--- src/rtl/sort_pkg.sv ---
// Shared types and constants for the quicksort front end (loader and sorter).
package sort_pkg;

  localparam int ELEM_W = 4;
  localparam int IDX_W  = 4;

  localparam logic [ELEM_W-1:0] PAD_VALUE = 4'hF;

  typedef enum logic [1:0] {
    FILL  = 2'd0,
    ISSUE = 2'd1,
    WAIT  = 2'd2
  } loader_state_e;

endpackage

--- src/rtl/sort_loader.sv ---
// Packs a serial element stream into a frame, kicks the sorter and stalls until it finishes.
// Optional SORT_LOADER_PARTIAL_EN: in_last closes a frame early and pads unwritten slots.
module sort_loader
  import sort_pkg::*;
#(
  parameter int ARR_WIDTH = 4
) (
  input  logic                        clock,
  input  logic                        reset,
  input  logic                        in_valid,
  input  logic [ELEM_W-1:0]           in_data,
  input  logic                        in_last,
  output logic                        in_ready,
  output logic [ARR_WIDTH*ELEM_W-1:0] sort_array,
  output logic                        sort_enable,
  output logic [IDX_W-1:0]            sort_lo_ind,
  output logic [IDX_W-1:0]            sort_hi_ind,
  input  logic                        sort_done,
  output logic                        busy,
  output logic [7:0]                  frame_count
);

  localparam int ARR_BITS = ARR_WIDTH * ELEM_W;
  localparam int SEL_W    = $clog2(ARR_BITS);
  localparam logic [IDX_W-1:0] LAST_IDX = IDX_W'(ARR_WIDTH - 1);

  loader_state_e         state_q, state_d;
  logic [IDX_W-1:0]      wr_ptr_q, wr_ptr_d;
  logic [ARR_BITS-1:0]   arr_q, arr_d;
  logic [IDX_W-1:0]      hi_q, hi_d;
  logic                  in_ready_q, in_ready_d;
  logic                  enable_q, enable_d;
  logic                  busy_q, busy_d;
  logic [7:0]            count_q, count_d;

  logic                  accept_s;
  logic                  close_s;
  logic [SEL_W-1:0]      wr_base_s;

  assign accept_s  = in_valid & in_ready_q & (state_q == FILL);
  assign wr_base_s = SEL_W'({wr_ptr_q, 2'b00});

`ifdef SORT_LOADER_PARTIAL_EN
  assign close_s = accept_s & ((wr_ptr_q == LAST_IDX) | in_last);
`else
  logic unused_last_s;
  assign unused_last_s = in_last;
  assign close_s       = accept_s & (wr_ptr_q == LAST_IDX);
`endif

  // State and output registers
  always_ff @(posedge clock) begin
    if (reset) begin
      state_q    <= FILL;
      wr_ptr_q   <= 4'd0;
      arr_q      <= '0;
      hi_q       <= 4'd0;
      in_ready_q <= 1'b0;
      enable_q   <= 1'b0;
      busy_q     <= 1'b0;
      count_q    <= 8'd0;
    end else begin
      state_q    <= state_d;
      wr_ptr_q   <= wr_ptr_d;
      arr_q      <= arr_d;
      hi_q       <= hi_d;
      in_ready_q <= in_ready_d;
      enable_q   <= enable_d;
      busy_q     <= busy_d;
      count_q    <= count_d;
    end
  end

  // Next-state and next-output logic
  always_comb begin
    state_d    = state_q;
    wr_ptr_d   = wr_ptr_q;
    arr_d      = arr_q;
    hi_d       = hi_q;
    in_ready_d = in_ready_q;
    enable_d   = 1'b0;
    busy_d     = busy_q;
    count_d    = count_q;
    case (state_q)
      FILL: begin
        in_ready_d = 1'b1;
        busy_d     = 1'b0;
        if (accept_s) begin
          arr_d[wr_base_s +: ELEM_W] = in_data;
          wr_ptr_d                   = wr_ptr_q + 4'd1;
          if (close_s) begin
`ifdef SORT_LOADER_PARTIAL_EN
            // Slots past the closing element get the pad so the sorter sees no stale data
            for (int i = 0; i < ARR_WIDTH; i++) begin
              if (IDX_W'(i) > wr_ptr_q) begin
                arr_d[SEL_W'(i * ELEM_W) +: ELEM_W] = PAD_VALUE;
              end else begin
                arr_d[SEL_W'(i * ELEM_W) +: ELEM_W] = arr_d[SEL_W'(i * ELEM_W) +: ELEM_W];
              end
            end
`endif
            hi_d       = wr_ptr_q;
            in_ready_d = 1'b0;
            enable_d   = 1'b1;
            busy_d     = 1'b1;
            state_d    = ISSUE;
          end else begin
            state_d = FILL;
          end
        end else begin
          state_d = FILL;
        end
      end
      ISSUE: begin
        state_d = WAIT;
      end
      WAIT: begin
        if (sort_done) begin
          count_d    = count_q + 8'd1;
          wr_ptr_d   = 4'd0;
          in_ready_d = 1'b1;
          busy_d     = 1'b0;
          state_d    = FILL;
        end else begin
          state_d = WAIT;
        end
      end
      default: begin
        state_d    = FILL;
        in_ready_d = 1'b0;
        busy_d     = 1'b0;
      end
    endcase
  end

  assign in_ready    = in_ready_q;
  assign sort_array  = arr_q;
  assign sort_enable = enable_q;
  assign sort_lo_ind = 4'd0;
  assign sort_hi_ind = hi_q;
  assign busy        = busy_q;
  assign frame_count = count_q;

endmodule

--- config.mk ---
export PLATFORM = sky130hd
export DESIGN_NAME = sort_loader
export DESIGN_NICKNAME = d
export VERILOG_FILES = /design/src/rtl/sort_pkg.sv /design/src/rtl/sort_loader.sv
export SDC_FILE = /design/constraint.sdc
export NUM_CORES = 1
export LEC_CHECK = 0
export BUFFER_PORTS_ARGS = -buffer_cell sky130_fd_sc_hd__buf_2
export CAP_MARGIN = 20
export CORE_MARGIN = 3
export CORE_UTILIZATION = 35
export CTS_BUF_LIST = sky130_fd_sc_hd__clkbuf_2
export CTS_CLUSTER_SIZE = 20
export DETAILED_ROUTE_END_ITERATION = 10
export HOLD_SLACK_MARGIN = 0.05
export SETUP_SLACK_MARGIN = 0.02
export SYNTH_ARGS = -nofsm -noshare
export SYNTH_HDL_FRONTEND = slang
export SYNTH_SLANG_ARGS = --single-unit
--- constraint.sdc ---
create_clock -name clock -period 1.95 [get_ports clock]
set_clock_uncertainty 0.1 [all_clocks]
set_input_delay 0.2925 -clock clock [delete_from_list [all_inputs] [get_ports clock]]
set_output_delay 0.2925 -clock clock [all_outputs]
set_load 0.01 [all_outputs]
==> impl_metrics.yaml, run 1 <==
clock_network:
  hold_buffers: 0
  root_buffer: "clkbuf_2"
  clock_path_buffers: 2
  cts_tree: "built"
  cts_sinks: 37
  cts_made_buffers: 5
  htree_levels: 2
  clkLatencyLatePin_ps: 370
  clk_pin_slew_ps: 190
worst_hold_path:
  min_from: "in_data[1]"
  hp-class: "in2reg"
  hold_path_end: "sort_array[5]"
  holdPathStages: 3
grt:
  grt-ovfl-total: 0
  grt_pass1_wl_um: 6020
  grt_pass1_vias: 1315
  grt_max_degree: 40
  track_usage_pct: 13.8
  antenna_found_initial: 0
yosys:
  synth_top_area_share_pct: 44.8
  ys_ff_latch: 37
  synth_area_leaders: "dfxtp_1, a21oi_1, nand4_1"
  yosysSeqAreaShare_pct: 44.8
  synth_top_cell_by_area: "dfxtp_1"
  async_flop_share_pct: 0
  synth_area_um2: 1650
  syn_area_per_cell_um2: 8.83
  synth_ff_type: "dfxtp_1"
  synthDistinctLibCells: 35
  yosys_warnings: 0
  synth_edf_count: 0
  synthCells: 187
pwr:
  power_per_cell_area_nw_per_um2: 686
  peakVddDrop_v: 0.000380
  p_leak_uw: 0.000805
timing:
  setup-violations-final: 0
  grt_setup_unrepaired: "true"
  fin_crit_ps: 1740
  max-slew-margin-rel_pct: 55.3
  worst-slew-pin-transition_ps: 670
  fin_crit_sh_pct: 89.1
  max_freq_mhz: 576
  drv_slew: 0
  finalHoldViolCount: 0
routing:
  drt_iter0_markers: 100
  met1_length_um: 1840
  antenna_left: 0
  drt-vias-per-instance: 5.12
  wl_um: 3600
  drc: 0
  top_layer: "met4"
  met3_length_um: 180
  num_vias: 1428
  first_pass_iters: 4
  wl_per_cell_um: 12.9
  route.met2.wl_um: 1550
worst_setup_path:
  rrSetupSlack_ps: 210
  cp_max_fo: 7
  worstSetupStartpointType: "flop"
  timing.rr.end: "sort_array[10]"
  worstSetupPathType: "reg2reg"
  crit_arrival_ps: 1950
  worst_setup_path_end_kind: "flop"
  cp.required_ps: 2160
  r2r_start: "wr_ptr_q[0]"
  crit_start: "wr_ptr_q[0]"
  rr_worst_depth: 6
placed_design:
  gp_congestion: 0.765
  dp_cells: 271
  dp_hpwl_um: 2540
  numPortBuffers: 38
run:
  max_cap_viol_count: 0
final_layout:
  layout-area-overhead-vs-synth_pct: 18.3
  final_common_cell: "buf_2"
  fin_cells: 279
  final_util_pct: 43.9
  diodes: 0
  mostFrequentLayoutCells: "buf_2, dfxtp_1, a21oi_1"
  drive_gt1_share_pct: 23.8
  nets: 241
die:
  core_um2: 4440
  io_pins: 44
  die_x_um: 74.7
  chipHeight_um: 74.7
  initial_core_util_pct: 37.2
  die_area_um2: 5580
  row_count: 24
status:
  status: "complete, no violations"
==> area by class of cell <==
class | count | area, um2
Clock buffer | 6 | 30.0
Inverter | 9 | 33.8
Sequential cell | 37 | 741
Tap cell | 52 | 65.1
Multi-Input combinational cell | 130 | 822
Timing Repair Buffer | 43 | 228
Clock inverter | 2 | 33.8
Fill cell | 444 | 2490
==> cell families after synthesis <==
kind of cell               Yosys count  synth area share (%)
and+or+nand+nor                     63                  24.0
adders and majority gates            6                  4.55
DFF                                 37                  44.8
muxes                                4                  2.50
other                                1                 0.227
AOI/OAI and AO/OA                   51                  16.4
buffers and inverters               23                  6.44
xor gates and xnor gates             2                  1.06
==> registers in the layout (all words and copies together) (netlist names) <==
signal and count:
sort_array 16, frame_count 8, sort_hi_ind 4, wr_ptr_q 4
state_q 2, busy 1, in_ready 1, sort_enable 1
==> timing repair <==
item	in CTS	in global routing
setup endpoints to repair	0	5
buffers inserted	0	0
resized for setup	0	1
==> metrics by stage <==
stage / setup WS (ps) / setup TNS (ps) / power, uW / area (um2) / hold WS [ps]
final: 213 / 0 / 1340 / 1950 / 100
after global routing: -7.92 / -7.92 / 1410 / 1950 / 57.9
after CTS: 105 / 0 / 1360 / 1950 / 72.2
after detailed placement: 161 / 0 / 886 / 1880 / 364
after global placement: 176 / 0 / 885 / 1880 / 356
after floorplan: 129 / 0 / 857 / 1660 / 347
==> Yosys cell counts (2+ instances only) <==
cell and n:
a21oi_1 26, and3b_1 2, buf_2 4, buf_4 4, clkbuf_1 6, dfxtp_1 37
ha_1 6, inv_1 9, mux2i_1 3, nand2_1 4, nand2b_1 5, nand3_1 5
nand4_1 17, nor2_1 8, nor2b_1 3, nor3b_1 4, o21ai_0 21, o31ai_1 2
or3_1 4, or4_1 2
==> report_power, final <==
group,total [uW],internal [uW],switching (uW)
logic,106,36.1,69.9
clock network,467,219,248
registers,767,764,3.49
total,1340,1020,322
==> worst max-delay path by stage <==
stage                          end
floorplan            sort_array[0]
global placement     sort_array[2]
detailed placement   sort_array[2]
CTS                  sort_array[3]
global route         sort_array[2]
finish              sort_array[10]
==> worst max-delay path, stage by stage, from the launching register on <==
cell and delay [ps]:
dfxtp_1 370, inv_1 80, ha_1 400, nor4b_1 280
buf_4 180, nand4_1 110, a21oi_1 160
==> per-layer routing <==
metal  vias to the layer above  track usage, %
met5                         -               0
met4                         0            4.15
met3                         4            3.60
met2                        38            21.0
met1                       641            19.3
li1                        745               -
No activity file was read; power rests on OpenSTA's default activity.
==> inputs of run 2 (changes only) <==
CORE_ASPECT_RATIO = 1.2   (was unset)
TNS_END_PERCENT = 20   (was unset)
clock period = 1.45 ns   (was 1.95 ns; I/O delays follow)
==> impl_metrics.yaml, run 2 (same netlist as run 1, synthesis figures left out) <==
timing:
  fin_crit_sh_pct: 101
  setup_slack_ps: -8.76
  finalHoldViolCount: 0
  fin_crit_ps: 1460
  hold-worst-slack_ps: 87.2
  grt_setup_unrepaired: "true"
  fin_tns_setup_ps: -12.4
  drv_slew: 0
  setup-violations-final: 2
  max_freq_mhz: 686
worst_setup_path:
  rrSetupSlack_ps: -9
  worstSetupStartpointType: "flop"
  worst_setup_path_end_kind: "flop"
  rr_worst_depth: 5
  slowest_delay_ps: 400
  cp_num_buf_inv: 1
  cp_cell_sequence: "inv_4 -> ha_4 -> nor4b_4 -> nand4_1 -> a21oi_1"
  crit_path_top_delay_cell: "dfxtp_4"
  cp.required_ps: 1660
  worstSetupPathType: "reg2reg"
  cp_max_fo: 7
  crit_cells: 5
  crit_arrival_ps: 1670
  cp_top_family: "simple AND/OR/NAND/NOR gates"
clock_network:
  cts_sinks: 37
  clock_path_buffers: 2
  clkLatencyLatePin_ps: 370
  root_buffer: "clkbuf_2"
  htree_levels: 2
  clk_pin_slew_ps: 180
  cts_tree: "built"
  cts_made_buffers: 5
pwr:
  peakVddDrop_v: 0.000565
  power_per_cell_area_nw_per_um2: 754
  pwr-share-seq_pct: 62.1
  clockPowerShare_pct: 25.9
  power.switching_uw: 441
  intPower_uw: 1220
  switching_share_pct: 26.5
  p_leak_uw: 0.000926
  combPwrFrac_pct: 12.0
routing:
  wl_per_cell_um: 12.2
  drc: 0
  met3_length_um: 227
  wl_um: 3690
  top_layer: "met4"
  antenna_left: 0
  drt-vias-per-instance: 5.15
  drt_iter0_markers: 57
  first_pass_iters: 4
  num_vias: 1561
  route.met2.wl_um: 1760
  met1_length_um: 1670
placed_design:
  dp_cells: 290
  gp_congestion: 0.751
  placed_cell_area_um2: 2070
  numPortBuffers: 38
  dp_hpwl_um: 2740
  post-place-ws_ps: -32.7
status:
  status: "finished with violations"
  violations: "setup timing"
final_layout:
  diodes: 0
  mostFrequentLayoutCells: "buf_2, dfxtp_1, a21oi_1"
  drive_gt1_share_pct: 35.6
  layout-area-overhead-vs-synth_pct: 33.3
  largest_reg_flops: 16
  stdcell_area_um2: 2200
  nets: 261
  fin_cells: 303
  final_common_cell: "buf_2"
die:
  core_um2: 4390
  die_area_um2: 5580
  chipHeight_um: 81.3
  die_x_um: 68.7
  io_pins: 44
  row_count: 26
  initial_core_util_pct: 37.6
run:
  max_cap_viol_count: 0
worst_hold_path:
  hp-class: "in2reg"
  holdPathStages: 2
grt:
  grt_pass1_wl_um: 6330
  antenna_found_initial: 0
  grt-ovfl-total: 0
  grt_max_degree: 24
  grt_pass1_vias: 1434
  track_usage_pct: 14.7
-- run 2: cell types whose count changed in the layout (fill, tap and decap cells not counted), sizes merged --
cell         before  now
dlygate4sd3       0    4
clkbuf            6    5
bufinv            1    0
clkinv            1    3
buf              43   59
-- run 2: per-layer routing --
layer,vias to the layer above,GRT usage [%]
li1,789,-
met1,727,18.2
met2,41,23.7
met3,4,4.70
met4,0,4.68
met5,-,0
-- run 2: what timing repair did --
item / in CTS / in global routing
pin swaps: 13 / 7
endpoints found under the setup margin: 11 / 31
hold endpoints to repair: 14 / 0
buffers inserted: 1 / 0
hold buffers: 4 / 0
resized for setup: 4 / 12
-- run 2: metrics by stage --
| stage | total power (uW) | util, % |
|---|---|---|
| finish | 1660 | 50.1 |
| global route | 1750 | 50.1 |
| CTS | 1690 | 49.2 |
| detailed placement | 1240 | 47.2 |
| global placement | 1230 | 47.2 |
| floorplan | 1180 | - |
-- run 2: power by group through the flow --
stage          registers (uW)  logic [uW]  clock network, uW
2_1_floorplan            1060         117                  0
3_3_place_gp             1050         180                  0
3_5_place_dp             1050         182                  0
4_1_cts                  1030         194                459
5_1_grt                  1030         221                497
6_report                 1030         199                431
-- run 2: worst reg2reg max path, delay by kind of cell, from the launching register on --
kind | cells | cell delay (ps)
adders and majority gates | 1 | 310
buffers and inverters | 1 | 40
DFF | 1 | 400
AOI/OAI and AO/OA | 1 | 130
and+or+nand+nor | 2 | 410
-- run 2: final timing paths --
| kind | startpoint | endpoint |
|---|---|---|
| worst min register to register | sort_hi_ind[2] | sort_hi_ind[2] |
| worst max-delay path | wr_ptr_q[0] | sort_array[11] |
| worst min-delay path | reset | state_q[0] |
| worst max register to register | wr_ptr_q[0] | sort_array[11] |
-- run 2: layout make-up --
type	count	area [um2]
fill	444	2190
sequential	37	754
tap	56	70.1
multi-input combinational	130	908
clock buffer	5	25.0
inverter	9	36.3
clock inverter	3	12.5
timing repair buffer	63	395
==> inputs of run 3 (changes only) <==
ABC_AREA = 1   (was unset)
==> impl_metrics.yaml, run 3 <==
status:
  status: "complete, no violations"
pwr:
  pwr-share-seq_pct: 61.2
  power_per_cell_area_nw_per_um2: 798
  p_leak_uw: 0.000971
  combPwrFrac_pct: 12.1
  power.switching_uw: 480
  intPower_uw: 1220
  switching_share_pct: 28.3
  clockPowerShare_pct: 26.6
  peakVddDrop_v: 0.000464
yosys:
  async_flop_share_pct: 0
  synth-simple-area-share_pct: 33.5
  yosys_warnings: 0
  synthCells: 245
  synth_adder_area_share_pct: 4.30
  ys_ff_latch: 37
  synth_area_leaders: "dfxtp_1, nand2_1, nor2_1"
  synth_edf_count: 0
  post_synth_xor_area_fraction_pct: 1.00
  synth_top_family_by_area: "simple AND/OR/NAND/NOR gates"
  synth_area_um2: 1750
  synth_top_area_share_pct: 42.4
  synth_ff_type: "dfxtp_1"
  synth.most_common_cell: "nand2_1"
  muxShareOfSynthArea_pct: 0
  synth_top_cell_by_area: "dfxtp_1"
  ys_top_cells_by_count: "nand2_1, nor2_1, dfxtp_1"
  syn_area_per_cell_um2: 7.13
  yosysSeqAreaShare_pct: 42.4
  synth_compound_area_share_pct: 9.46
  synthDistinctLibCells: 23
clock_network:
  htree_levels: 2
  root_buffer: "clkbuf_2"
  clock_path_buffers: 2
  cts_sinks: 37
  cts_setup_buffers: 0
  hold_buffers: 0
  cts_tree: "built"
  cts_made_buffers: 5
  clkLatencyLatePin_ps: 390
  clk_pin_slew_ps: 180
grt:
  grt_max_degree: 25
  grt_pass1_wl_um: 6480
  antenna_found_initial: 0
  track_usage_pct: 13.3
  grt-ovfl-total: 0
  grt_pass1_vias: 1471
placed_design:
  numPortBuffers: 38
  gp_congestion: 0.769
  dp_cells: 340
  placed_cell_area_um2: 2020
  dp_hpwl_um: 2700
worst_setup_path:
  slowest_delay_ps: 420
  cp_max_fo: 5
  cp_cell_sequence: "inv_6 -> ha_4 -> nor2_4 -> nand3_4 -> nor2_2 -> nand2_1 -> a21oi_2"
  worstSetupPathType: "reg2reg"
  worst_setup_path_end_kind: "flop"
  cp.required_ps: 1690
  crit_path_top_delay_cell: "dfxtp_4"
  worstSetupStartpointType: "flop"
  crit_arrival_ps: 1610
final_layout:
  mostFrequentLayoutCells: "nand2_1, nor2_1, buf_2"
  layout-area-overhead-vs-synth_pct: 21.7
  final_common_cell: "nand2_1"
  diodes: 0
  stdcell_area_um2: 2130
  nets: 304
  largest_reg_flops: 16
  fin_cells: 347
  final_util_pct: 45.3
  drive_gt1_share_pct: 27.7
  n_fill_cell: 496
routing:
  num_vias: 1588
  antenna_left: 0
  drc: 0
  first_pass_iters: 4
  wl_um: 3710
  drt-vias-per-instance: 4.58
  drt_iter0_markers: 55
  wl_per_cell_um: 10.7
timing:
  finalHoldViolCount: 0
  fin_crit_sh_pct: 93.9
  grt_setup_unrepaired: "true"
  setup-violations-final: 0
  fin_crit_ps: 1360
  max_freq_mhz: 734
  drv_slew: 0
die:
  die_x_um: 70.5
  initial_core_util_pct: 37.2
  io_pins: 44
  die_area_um2: 5880
  chipHeight_um: 83.4
  row_count: 27
  core_um2: 4700
run:
  max_cap_viol_count: 0
worst_hold_path:
  hp-class: "in2reg"
-- run 3: cell families after synthesis --
family                     after synthesis
and+or+nand+nor                        129
buffers and inverters                   38
DFF                                     37
AOI/OAI and AO/OA                       32
adders and majority gates                6
xor gates and xnor gates                 2
other                                    1
-- run 3: final timing paths --
check | startpoint | endpoint | slack (ps) | depth (start not counted)
setup / recovery | wr_ptr_q[0] | sort_array[0] | 90 | 7
hold reg to reg | sort_hi_ind[2] | sort_hi_ind[2] | 350 | 2
setup reg to reg | wr_ptr_q[0] | sort_array[0] | 90 | 7
hold / removal | in_data[1] | sort_array[9] | 70 | 5
-- run 3: power by group through the flow --
| stage | clock network, uW | registers [uW] | logic [uW] |
|---|---|---|---|
| floorplan | 0 | 1060 | 125 |
| global placement | 0 | 1060 | 170 |
| detailed placement | 0 | 1060 | 171 |
| CTS | 469 | 1040 | 172 |
| global route | 503 | 1040 | 232 |
| finish | 452 | 1040 | 206 |
-- run 3: area by class of cell --
| type | instances | area [um2] | area share [%] |
|---|---|---|---|
| clock buffers | 6 | 30.0 | 1.41 |
| clock inverters | 1 | 3.75 | 0.177 |
| inverters | 29 | 114 | 5.36 |
| multi-input cells | 173 | 927 | 43.6 |
| flip-flops and latches | 37 | 747 | 35.1 |
| well taps | 58 | 72.6 | 3.41 |
| repair buffers | 43 | 231 | 10.9 |
-- run 3: what timing repair did --
action / in CTS / in global routing
resized for setup: 1 / 24
setup endpoints to repair: 7 / 21
pin swaps: 0 / 6
-- run 3: per-layer routing --
metal,global-route usage (%),vias to the layer above,share of wire (%)
li1,-,840,-
met1,17.1,710,46
met2,21.2,30,48
met3,4.00,8,4.6
met4,4.18,0,1.8
met5,0,-,0
-- run 3: through the flow --
stage / power (uW) / setup WS, ps / hold slack, ps / setup TNS [ps]
after floorplan: 1190 / 36.8 / 346 / 0
after global placement: 1230 / 48.3 / 330 / 0
after detailed placement: 1230 / 14.2 / 329 / 0
after CTS: 1680 / 27.4 / 59.9 / 0
after global routing: 1780 / -45.5 / 83.1 / -136
final: 1700 / 88.2 / 72.2 / 0
-- run 3: critical path, delay by kind of cell, from the launching register on --
| family | cells | cell delay, ps |
|---|---|---|
| buf+inv | 1 | 50 |
| compound gates | 1 | 100 |
| simple gates | 4 | 380 |
| fa+ha+maj | 1 | 270 |
| flops | 1 | 420 |
